File: src/rtl/mul_mc.sv
// Multicycle shift-add multiplier for RV32M MUL/MULH/MULHSU/MULHU.
// Optional early exit on exhausted multiplier: define MUL_EARLY_EXIT_EN.
module mul_mc #(
    parameter int DATA_WIDTH = 32
) (
    input  logic                  clk,
    input  logic                  rst_n,
    input  logic                  start,
    input  logic [1:0]            op,
    input  logic [DATA_WIDTH-1:0] multiplicand,
    input  logic [DATA_WIDTH-1:0] multiplier,
    output logic [DATA_WIDTH-1:0] result,
    output logic                  ready,
    output logic                  busy
);

    localparam int W  = DATA_WIDTH;
    localparam int CW = $clog2(W);

    typedef enum logic [1:0] {
        IDLE,
        CALC,
        FIN
    } state_t;

    state_t          state;
    logic [1:0]      op_q;
    logic            neg_q;
    logic [W-1:0]    mcand;
    logic [W-1:0]    mplr;
    logic [2*W-1:0]  prod;
    logic [CW-1:0]   count;

    logic            s1;
    logic            s2;
    logic            neg1;
    logic            neg2;
    logic [W-1:0]    abs1;
    logic [W-1:0]    abs2;
    logic            accept;
    logic            zero_op;
    logic [W:0]      sum;
    logic [2*W-1:0]  step_prod;
    logic [W-1:0]    mplr_nx;
    logic            last;
    logic [2*W-1:0]  fin_prod;
    logic [2*W-1:0]  signed_p;

    assign s1      = (op == 2'b01) || (op == 2'b10);
    assign s2      = (op == 2'b01);
    assign neg1    = s1 & multiplicand[W-1];
    assign neg2    = s2 & multiplier[W-1];
    assign abs1    = neg1 ? -multiplicand : multiplicand;
    assign abs2    = neg2 ? -multiplier : multiplier;
    assign accept  = start && !busy;
    assign zero_op = (multiplicand == '0) || (multiplier == '0);

    // The adder carry becomes the top bit of the shifted product.
    assign sum       = {1'b0, prod[2*W-1:W]} + {1'b0, (mplr[0] ? mcand : '0)};
    assign step_prod = {sum, prod[W-1:1]};
    assign mplr_nx   = mplr >> 1;

`ifdef MUL_EARLY_EXIT_EN
    assign last     = (count == CW'(W-1)) || (mplr_nx == '0);
    // count holds the index of the final step; finish the skipped shifts.
    assign fin_prod = prod >> (CW'(W-1) - count);
`else
    assign last     = (count == CW'(W-1));
    assign fin_prod = prod;
`endif

    assign signed_p = neg_q ? -fin_prod : fin_prod;

    always_ff @(posedge clk or negedge rst_n) begin
        if (!rst_n) begin
            state  <= IDLE;
            op_q   <= '0;
            neg_q  <= 1'b0;
            mcand  <= '0;
            mplr   <= '0;
            prod   <= '0;
            count  <= '0;
            result <= '0;
            ready  <= 1'b0;
            busy   <= 1'b0;
        end else begin
            case (state)
                IDLE: begin
                    if (accept) begin
                        op_q  <= op;
                        neg_q <= neg1 ^ neg2;
                        mcand <= abs1;
                        mplr  <= abs2;
                        if (zero_op) begin
                            result <= '0;
                            ready  <= 1'b1;
                        end else begin
                            ready <= 1'b0;
                            busy  <= 1'b1;
                            prod  <= '0;
                            count <= '0;
                            state <= CALC;
                        end
                    end
                end
                CALC: begin
                    prod <= step_prod;
                    mplr <= mplr_nx;
                    if (last) begin
                        state <= FIN;
                    end else begin
                        count <= count + 1'b1;
                    end
                end
                FIN: begin
                    result <= (op_q == 2'b00) ? signed_p[W-1:0]
                                              : signed_p[2*W-1:W];
                    ready  <= 1'b1;
                    busy   <= 1'b0;
                    state  <= IDLE;
                end
                default: state <= IDLE;
            endcase
        end
    end

endmodule
File: config.mk
export PLATFORM = sky130hd
export DESIGN_NAME = mul_mc
export DESIGN_NICKNAME = d
export VERILOG_FILES = /design/src/rtl/mul_mc.sv
export SDC_FILE = /design/constraint.sdc
export NUM_CORES = 1
export LEC_CHECK = 0
export ABC_AREA = 1
export CAP_MARGIN = 20
export CORE_MARGIN = 4
export CORE_UTILIZATION = 54
export DETAILED_ROUTE_END_ITERATION = 10
export PLACE_DENSITY_LB_ADDON = 0.12
export SLEW_MARGIN = 10
export SYNTH_ARGS = -nofsm -noshare
export SYNTH_HDL_FRONTEND = slang
export SYNTH_SLANG_ARGS = --single-unit
export TNS_END_PERCENT = 5
File: constraint.sdc
create_clock -name clk -period 2.47 [get_ports clk]
set_input_delay 0.494 -clock clk [delete_from_list [all_inputs] [get_ports clk]]
set_output_delay 0.494 -clock clk [all_outputs]
set_load 0.05 [all_outputs]
==> results of run 1 <==
==> cell type report <==
type / count / area, sq um
fill: 2304 / 8490
multi-input combinational: 1647 / 8010
sequential: 172 / 4310
timing repair buffer: 170 / 1630
inverter: 218 / 818
clock buffer: 19 / 433
tap: 324 / 405
clock inverter: 13 / 151
==> what timing repair did <==
| action | CTS | global route |
|---|---|---|
| gates resized for setup | 0 | 50 |
| endpoints found under the setup margin | 0 | 18 |
| buffers inserted | 0 | 1 |
==> power by group through the flow <==
stage                     combinational (W)  clock [W]  sequential [W]
final                               0.00795    0.00279         0.00487
after global routing                0.00890    0.00294         0.00499
after CTS                           0.00762    0.00283         0.00480
after detailed placement            0.00757          0         0.00485
after global placement              0.00743          0         0.00483
after floorplan                     0.00526          0         0.00474
==> state kept, by name, summed over array words and instances, names as in the netlist <==
register,flops
mplr,32
fin_prod,64
ready,1
count,5
busy,1
state,2
op_q,2
mcand,32
neg_q,1
result,32
==> layout by cell type (no fill, tap or decap), drive strengths merged, types with 2 or more instances in the layout <==
cell           instances
nand4                 19
nor3                  16
nand2                745
dfrtp                172
inv                  223
o22ai                  8
nand3                195
o221ai                12
nor2                 282
a21o                   4
or2                    8
o21bai                14
a21oi                 77
xor2                  33
a31oi                 10
clkinv                 3
nor4                   4
xnor2                  9
clkdlybuf4s50        101
o211ai                 5
ha                    38
o21ai                142
nor3b                  3
nand3b                12
buf                   69
o31ai                  2
o21a                   3
bufinv                 2
clkinvlp               3
clkbuf                19
==> kinds of logic after synthesis <==
group | after synthesis | synth area share (%)
adder cells (fa/ha/maj) | 39 | 3.74
buffers and inverters | 277 | 8.38
XOR/XNOR | 42 | 2.78
AND/OR/NAND/NOR | 1286 | 40.7
AO/OA/AOI/OAI | 280 | 11.9
flip-flops | 172 | 32.5
==> through the flow <==
| stage | area, sq um | setup TNS (ps) | hold slack (ps) | utilization [%] | worst slack (ps) |
|---|---|---|---|---|---|
| final | 15800 | 0 | -5.07 | 65.0 | 93.6 |
| after global routing | 15800 | -237 | 38.8 | 65.0 | -73.9 |
| after CTS | 15600 | 0 | 14.1 | 64.2 | 28.5 |
| after detailed placement | 15000 | -13190 | 464 | 61.8 | -196 |
| after global placement | 15000 | -6040 | 460 | 61.8 | -113 |
| after floorplan | 13200 | 0 | 198 | - | 44.3 |
==> metal layers <==
metal / wire length (microns) / share of wire [%] / up-vias
li1: - / - / 7017
met1: 17900 / 44 / 6330
met2: 19100 / 47 / 545
met3: 2530 / 6.2 / 95
met4: 1530 / 3.7 / 0
met5: 0 / 0 / -
==> final timing paths <==
kind,cells past startpoint,end,from
max,14,fin_prod[63],mplr[0]
min,1,result[14],rst_n
max reg2reg,14,fin_prod[63],mplr[0]
min reg2reg,2,result[10],result[10]
max in group asynchronous,2,mcand[27],rst_n
min in group clk,2,result[10],result[10]
==> flow_results.xml, run 1 <==
<?xml version="1.0" encoding="UTF-8"?>
<metrics>
  <group name="pwr">
    <metric name="p_sw" unit="W">0.00758</metric>
    <metric name="pwr-share-seq" unit="%">31.2</metric>
    <metric name="power_leakage" unit="nW">7.69</metric>
    <metric name="internal_power" unit="W">0.00803</metric>
    <metric name="report.power.total" unit="W">0.0156</metric>
    <metric name="power_frac_clock" unit="%">17.9</metric>
    <metric name="pwr-share-comb" unit="%">50.9</metric>
    <metric name="peakVddDrop" unit="V">0.000501</metric>
    <metric name="powerDensity" unit="nW/um^2">991</metric>
    <metric name="switching_share" unit="%">48.6</metric>
  </group>
  <group name="synth">
    <metric name="synth.ff_latch_count" unit="">172</metric>
    <metric name="syn_area" unit="sq um">13200</metric>
    <metric name="part_of_the_yosys_area_used_for_sequential_elements" unit="%">32.5</metric>
    <metric name="netlist_top_cells_count" unit="">sky130_fd_sc_hd__nand2_1, sky130_fd_sc_hd__nor2_1, sky130_fd_sc_hd__inv_1</metric>
    <metric name="postSynth.asyncResetShare" unit="%">100</metric>
    <metric name="post_synth_inst_count" unit="">2096</metric>
    <metric name="syn_area_cell" unit="sq um">6.32</metric>
    <metric name="synth_nets" unit="">2204</metric>
    <metric name="synth_top_cell_area_share" unit="%">32.5</metric>
    <metric name="ys.warnings.count" unit="">0</metric>
    <metric name="edff_count_synth" unit="">0</metric>
    <metric name="yosys.cell_count.top_type" unit="">sky130_fd_sc_hd__nand2_1</metric>
    <metric name="synth_area_leaders" unit="">sky130_fd_sc_hd__dfrtp_1, sky130_fd_sc_hd__nand2_1, sky130_fd_sc_hd__nor2_1</metric>
    <metric name="synth_largest_area_cell" unit="">sky130_fd_sc_hd__dfrtp_1</metric>
    <metric name="synth_ff_type" unit="">sky130_fd_sc_hd__dfrtp_1</metric>
    <metric name="synth_cell_types" unit="">48</metric>
  </group>
  <group name="setup_path">
    <metric name="worst_path_dominant_cell_family" unit="">compound AO/OA/AOI/OAI gates</metric>
    <metric name="cp-start-kind" unit="">flip-flop</metric>
    <metric name="path_max_fanout" unit="">9</metric>
    <metric name="critical-path-max-stage-delay" unit="ps">380</metric>
    <metric name="critical_path_buf_inv_count" unit="">3</metric>
    <metric name="crit_arrival" unit="ps">2700</metric>
    <metric name="setup.reg_to_reg.worst_slack" unit="ps">90</metric>
    <metric name="cp_data_required_time" unit="ps">2800</metric>
    <metric name="critPathSlowestCell" unit="">sky130_fd_sc_hd__dfrtp_1</metric>
    <metric name="end_kind" unit="">flip-flop</metric>
    <metric name="setup.worst_path.class" unit="">flip-flop to flip-flop</metric>
    <metric name="cpMostUsedCell" unit="">sky130_fd_sc_hd__nand2_1</metric>
    <metric name="critical_path.cell_chain" unit="">buf_4 &gt; nand2_1 &gt; inv_1 &gt; ha_1 &gt; a21oi_1 &gt; o21ai_0 &gt; a21oi_1 &gt; inv_1 &gt; nand2_1 &gt; nand3_1 &gt; nand2_1 &gt; nand2_1 &gt; nand2_1 &gt; nand2_1</metric>
  </group>
  <group name="sta">
    <metric name="clock.fmax" unit="MHz">421</metric>
    <metric name="rsz0062_at_grt" unit="">true</metric>
    <metric name="period_share" unit="%">96.2</metric>
    <metric name="max_slew_margin" unit="%">51.1</metric>
    <metric name="finalSetupViolations" unit="">0</metric>
    <metric name="hold_slack" unit="ps">-5.07</metric>
    <metric name="report.final.slew_viol_count" unit="">0</metric>
    <metric name="layout_min_cycle_time" unit="ps">2380</metric>
    <metric name="hold_viol" unit="">2</metric>
    <metric name="timing.clock.skew" unit="ps">14.5</metric>
    <metric name="max_slew.worst_pin.slew" unit="ps">733</metric>
  </group>
  <group name="global_routing">
    <metric name="gr-total-overflow" unit="">0</metric>
    <metric name="grt_busiest_layer" unit="">met2</metric>
    <metric name="grt_max_degree" unit="">76</metric>
    <metric name="global_route_wire_length_before_repair" unit="mm">65.9</metric>
    <metric name="gr-usage-all-layers" unit="%">30.4</metric>
    <metric name="use_met1" unit="%">41.3</metric>
    <metric name="m2_gr_usage" unit="%">50.1</metric>
    <metric name="grt_pass1_vias" unit="">13027</metric>
    <metric name="globalRouteMet3Util" unit="%">3.24</metric>
    <metric name="antenna_found_initial" unit="">0</metric>
  </group>
  <group name="floorplanning">
    <metric name="area_enclosed_by_the_die_boundary" unit="sq um">27100</metric>
    <metric name="floorplan.initialDensity" unit="%">54.6</metric>
    <metric name="die-width" unit="microns">165</metric>
    <metric name="placement_rows" unit="">57</metric>
    <metric name="top_level_ports" unit="">103</metric>
    <metric name="core" unit="sq um">24200</metric>
    <metric name="chipHeight" unit="microns">165</metric>
  </group>
  <group name="layout">
    <metric name="non_filler_cells_final" unit="">2563</metric>
    <metric name="drive_above_1_share" unit="%">8.93</metric>
    <metric name="area_growth_syn_to_layout" unit="%">19.0</metric>
    <metric name="diodes" unit="">0</metric>
    <metric name="finish.net_count" unit="">2334</metric>
  </group>
  <group name="routing">
    <metric name="via_per_inst" unit="">5.46</metric>
    <metric name="antenna_violating_nets_post_route" unit="">0</metric>
    <metric name="detail_route.wl_per_cell" unit="microns">16.0</metric>
    <metric name="drtPass1Iterations" unit="">6</metric>
    <metric name="drcViolationCount" unit="">0</metric>
    <metric name="totalWireLength" unit="mm">41.0</metric>
    <metric name="vias" unit="">13987</metric>
    <metric name="first_iter_violations" unit="">1114</metric>
  </group>
  <group name="placement">
    <metric name="place.port_buffers" unit="">102</metric>
    <metric name="gp_congestion" unit="">0.991</metric>
    <metric name="dp_hpwl" unit="mm">31.6</metric>
    <metric name="dp_cells" unit="">2530</metric>
  </group>
  <group name="status">
    <metric name="run_status" unit="">finished, violations left</metric>
    <metric name="failed_checks" unit="">negative hold slack</metric>
  </group>
  <group name="clocking">
    <metric name="worst_skew_pair.late_latency" unit="ps">440</metric>
    <metric name="cts-htree-levels" unit="">4</metric>
    <metric name="tritoncts_num_sinks" unit="">172</metric>
    <metric name="post_cts_hold_buffer_count" unit="">0</metric>
    <metric name="clock_path_buffers" unit="">2</metric>
    <metric name="cts_inserted_buffers" unit="">17</metric>
    <metric name="tritoncts_clock_tree" unit="">done</metric>
    <metric name="cts.clk_slew.worst_paths" unit="ps">70</metric>
    <metric name="root_buffer" unit="">sky130_fd_sc_hd__clkbuf_16</metric>
  </group>
  <group name="min_path">
    <metric name="hp-class" unit="">primary input to async pin</metric>
  </group>
  <group name="job">
    <metric name="drv.max_cap_violation_count" unit="">0</metric>
  </group>
</metrics>
No activity file was read; power rests on OpenSTA's default activity.
==> run 2, diff against run 1 <==
--- a/config.mk
+++ b/config.mk
@@ -7,8 +7,8 @@
 export LEC_CHECK = 0
 export ABC_AREA = 1
 export CAP_MARGIN = 20
-export CORE_MARGIN = 4
 export CORE_UTILIZATION = 54
+export CTS_BUF_LIST = sky130_fd_sc_hd__clkbuf_16
 export DETAILED_ROUTE_END_ITERATION = 10
 export PLACE_DENSITY_LB_ADDON = 0.12
 export SLEW_MARGIN = 10
==> constraint.sdc (replaced) <==
create_clock -name clk -period 2.14 [get_ports clk]
set_input_delay 0.428 -clock clk [delete_from_list [all_inputs] [get_ports clk]]
set_output_delay 0.428 -clock clk [all_outputs]
set_load 0.05 [all_outputs]
==> flow_results.xml, run 2 (synthesis gave the netlist of run 1 again) <==
<?xml version="1.0" encoding="UTF-8"?>
<metrics>
  <group name="status">
    <metric name="run_status" unit="">finished, violations left</metric>
    <metric name="failed_checks" unit="">negative setup slack</metric>
  </group>
  <group name="min_path">
    <metric name="hp-class" unit="">primary input to async pin</metric>
  </group>
  <group name="setup_path">
    <metric name="cp-start-kind" unit="">flip-flop</metric>
    <metric name="path_max_fanout" unit="">26</metric>
    <metric name="setup.reg_to_reg.worst_slack" unit="ps">-160</metric>
    <metric name="rr_startpoint" unit="">mplr[0]</metric>
    <metric name="end_kind" unit="">flip-flop</metric>
    <metric name="cp_data_required_time" unit="ps">2470</metric>
    <metric name="number_of_cells_on_the_worst_reg_to_reg_path" unit="">11</metric>
    <metric name="setup.worst_path.class" unit="">flip-flop to flip-flop</metric>
    <metric name="crit_arrival" unit="ps">2620</metric>
    <metric name="endpoint_of_the_worst_slack_reg_to_reg_timing_path" unit="">fin_prod[45]</metric>
  </group>
  <group name="clocking">
    <metric name="cts-htree-levels" unit="">4</metric>
    <metric name="cts.clk_slew.worst_paths" unit="ps">80</metric>
    <metric name="root_buffer" unit="">sky130_fd_sc_hd__clkbuf_16</metric>
    <metric name="clock_path_buffers" unit="">2</metric>
    <metric name="tritoncts_num_sinks" unit="">172</metric>
    <metric name="worst_skew_pair.late_latency" unit="ps">450</metric>
    <metric name="cts_inserted_buffers" unit="">17</metric>
    <metric name="tritoncts_clock_tree" unit="">done</metric>
  </group>
  <group name="sta">
    <metric name="finalSetupViolations" unit="">22</metric>
    <metric name="report.final.slew_viol_count" unit="">0</metric>
    <metric name="hold_viol" unit="">0</metric>
    <metric name="rsz0062_at_grt" unit="">true</metric>
    <metric name="clock.fmax" unit="MHz">436</metric>
    <metric name="max_slew_margin" unit="%">60.5</metric>
    <metric name="layout_setup_ws" unit="ps">-155</metric>
    <metric name="timing.clock.skew" unit="ps">13.4</metric>
    <metric name="timing.setup.tns" unit="ps">-1540</metric>
    <metric name="layout_min_cycle_time" unit="ps">2300</metric>
    <metric name="max_slew.worst_pin.slew" unit="ps">592</metric>
    <metric name="period_share" unit="%">107</metric>
  </group>
  <group name="pwr">
    <metric name="powerDensity" unit="nW/um^2">1140</metric>
    <metric name="power_leakage" unit="nW">8.48</metric>
    <metric name="peakVddDrop" unit="V">0.000671</metric>
  </group>
  <group name="placement">
    <metric name="gp_congestion" unit="">1.00</metric>
    <metric name="preCtsSetupSlack" unit="ps">-341</metric>
    <metric name="dp_hpwl" unit="mm">33.7</metric>
    <metric name="place.port_buffers" unit="">102</metric>
  </group>
  <group name="layout">
    <metric name="number_of_flip_flops_in_the_largest_register" unit="">64</metric>
    <metric name="drive_above_1_share" unit="%">17.4</metric>
    <metric name="diodes" unit="">0</metric>
    <metric name="final_cell_mix" unit="">sky130_fd_sc_hd__nand2_1, sky130_fd_sc_hd__nor2_1, sky130_fd_sc_hd__buf_4</metric>
    <metric name="finish.net_count" unit="">2495</metric>
    <metric name="layout.cells.most_common" unit="">sky130_fd_sc_hd__nand2_1</metric>
    <metric name="area_growth_syn_to_layout" unit="%">30.5</metric>
  </group>
  <group name="global_routing">
    <metric name="gr-usage-all-layers" unit="%">36.1</metric>
    <metric name="gr-total-overflow" unit="">0</metric>
    <metric name="antenna_found_initial" unit="">0</metric>
    <metric name="grt_max_degree" unit="">76</metric>
    <metric name="grt_pass1_vias" unit="">14293</metric>
    <metric name="global_route_wire_length_before_repair" unit="mm">70.5</metric>
  </group>
  <group name="floorplanning">
    <metric name="chipHeight" unit="microns">159</metric>
    <metric name="core" unit="sq um">23800</metric>
    <metric name="area_enclosed_by_the_die_boundary" unit="sq um">25100</metric>
    <metric name="top_level_ports" unit="">103</metric>
    <metric name="die-width" unit="microns">159</metric>
    <metric name="placement_rows" unit="">56</metric>
    <metric name="floorplan.initialDensity" unit="%">55.7</metric>
  </group>
  <group name="routing">
    <metric name="first_iter_violations" unit="">1347</metric>
    <metric name="vias" unit="">15159</metric>
    <metric name="totalWireLength" unit="mm">45.3</metric>
    <metric name="drtPass1Iterations" unit="">8</metric>
    <metric name="via_per_inst" unit="">5.58</metric>
    <metric name="antenna_violating_nets_post_route" unit="">0</metric>
    <metric name="detail_route.wl_per_cell" unit="microns">16.7</metric>
    <metric name="drcViolationCount" unit="">0</metric>
  </group>
  <group name="job">
    <metric name="drv.max_cap_violation_count" unit="">0</metric>
  </group>
</metrics>
-- run 2: cell count changes in the layout (fill, tap and decap cells not counted), sizes merged --
cell / change
inv: -2
bufinv: -2
clkinv: +8
clkbuf: -2
buf: +160
clkinvlp: -2
dlygate4sd3: +1
-- run 2: layout make-up --
class	instances	area [sq um]
Fill cell	1948	6480
Timing Repair Buffer	331	2880
Clock buffer	17	425
Sequential cell	172	4310
Clock inverter	15	118
Multi-Input combinational cell	1647	8330
Inverter	218	818
Tap cell	319	399
-- run 2: what timing repair did --
item / CTS / global route
hold buffers: 1 / 0
hold endpoints to repair: 36 / 0
resized for setup: 38 / 83
pin swaps: 8 / 14
buffers inserted: 2 / 1
setup endpoints to repair: 23 / 46
gates cloned: 0 / 0
-- run 2: critical path, cell delays in order, from the launching register on --
cell and delay, ps:
sky130_fd_sc_hd__dfrtp_1 420, sky130_fd_sc_hd__buf_12 180, sky130_fd_sc_hd__nand2_1 60, sky130_fd_sc_hd__inv_1 100
sky130_fd_sc_hd__ha_4 240, sky130_fd_sc_hd__a21oi_2 190, sky130_fd_sc_hd__o21ai_1 170, sky130_fd_sc_hd__a21oi_1 210
sky130_fd_sc_hd__nand2_2 150, sky130_fd_sc_hd__or2_2 300, sky130_fd_sc_hd__nand3_1 80, sky130_fd_sc_hd__nand2_1 80
-- run 2: where the power goes --
group / internal (W) / total (W) / switching, W
registers: 0.00435 / 0.00556 / 0.00121
logic: 0.00430 / 0.0111 / 0.00684
clock network: 0.00151 / 0.00297 / 0.00147
-- run 2: worst max path at each step --
stage	start	cells past startpoint	to
detailed placement	multiplier[0]	14	fin_prod[19]
global route	mplr[0]	15	fin_prod[61]
finish	mplr[0]	11	fin_prod[45]
global placement	multiplier[0]	14	fin_prod[3]
CTS	mplr[0]	12	fin_prod[45]
floorplan	mplr[0]	12	fin_prod[47]
-- run 2: stage by stage --
step	area [sq um]	utilization (%)	power, W	instances	hold slack [ps]
finish	17300	72.7	0.0197	2719	460
global route	17300	72.7	0.0210	2719	492
CTS	16900	71.3	0.0188	2718	461
detailed placement	16200	68.2	0.0155	2683	361
global placement	16200	68.2	0.0152	2683	357
floorplan	13300	-	0.0116	2096	132
-- run 2: metal layers --
metal	vias to the layer above	share of wire, %	wire [microns]	track usage (%)
li1	7340	-	-	-
met1	6946	41	18400	44.9
met2	719	47	21300	60.3
met3	154	7.1	3240	5.93
met4	0	5.2	2360	18.4
met5	-	0	0	0
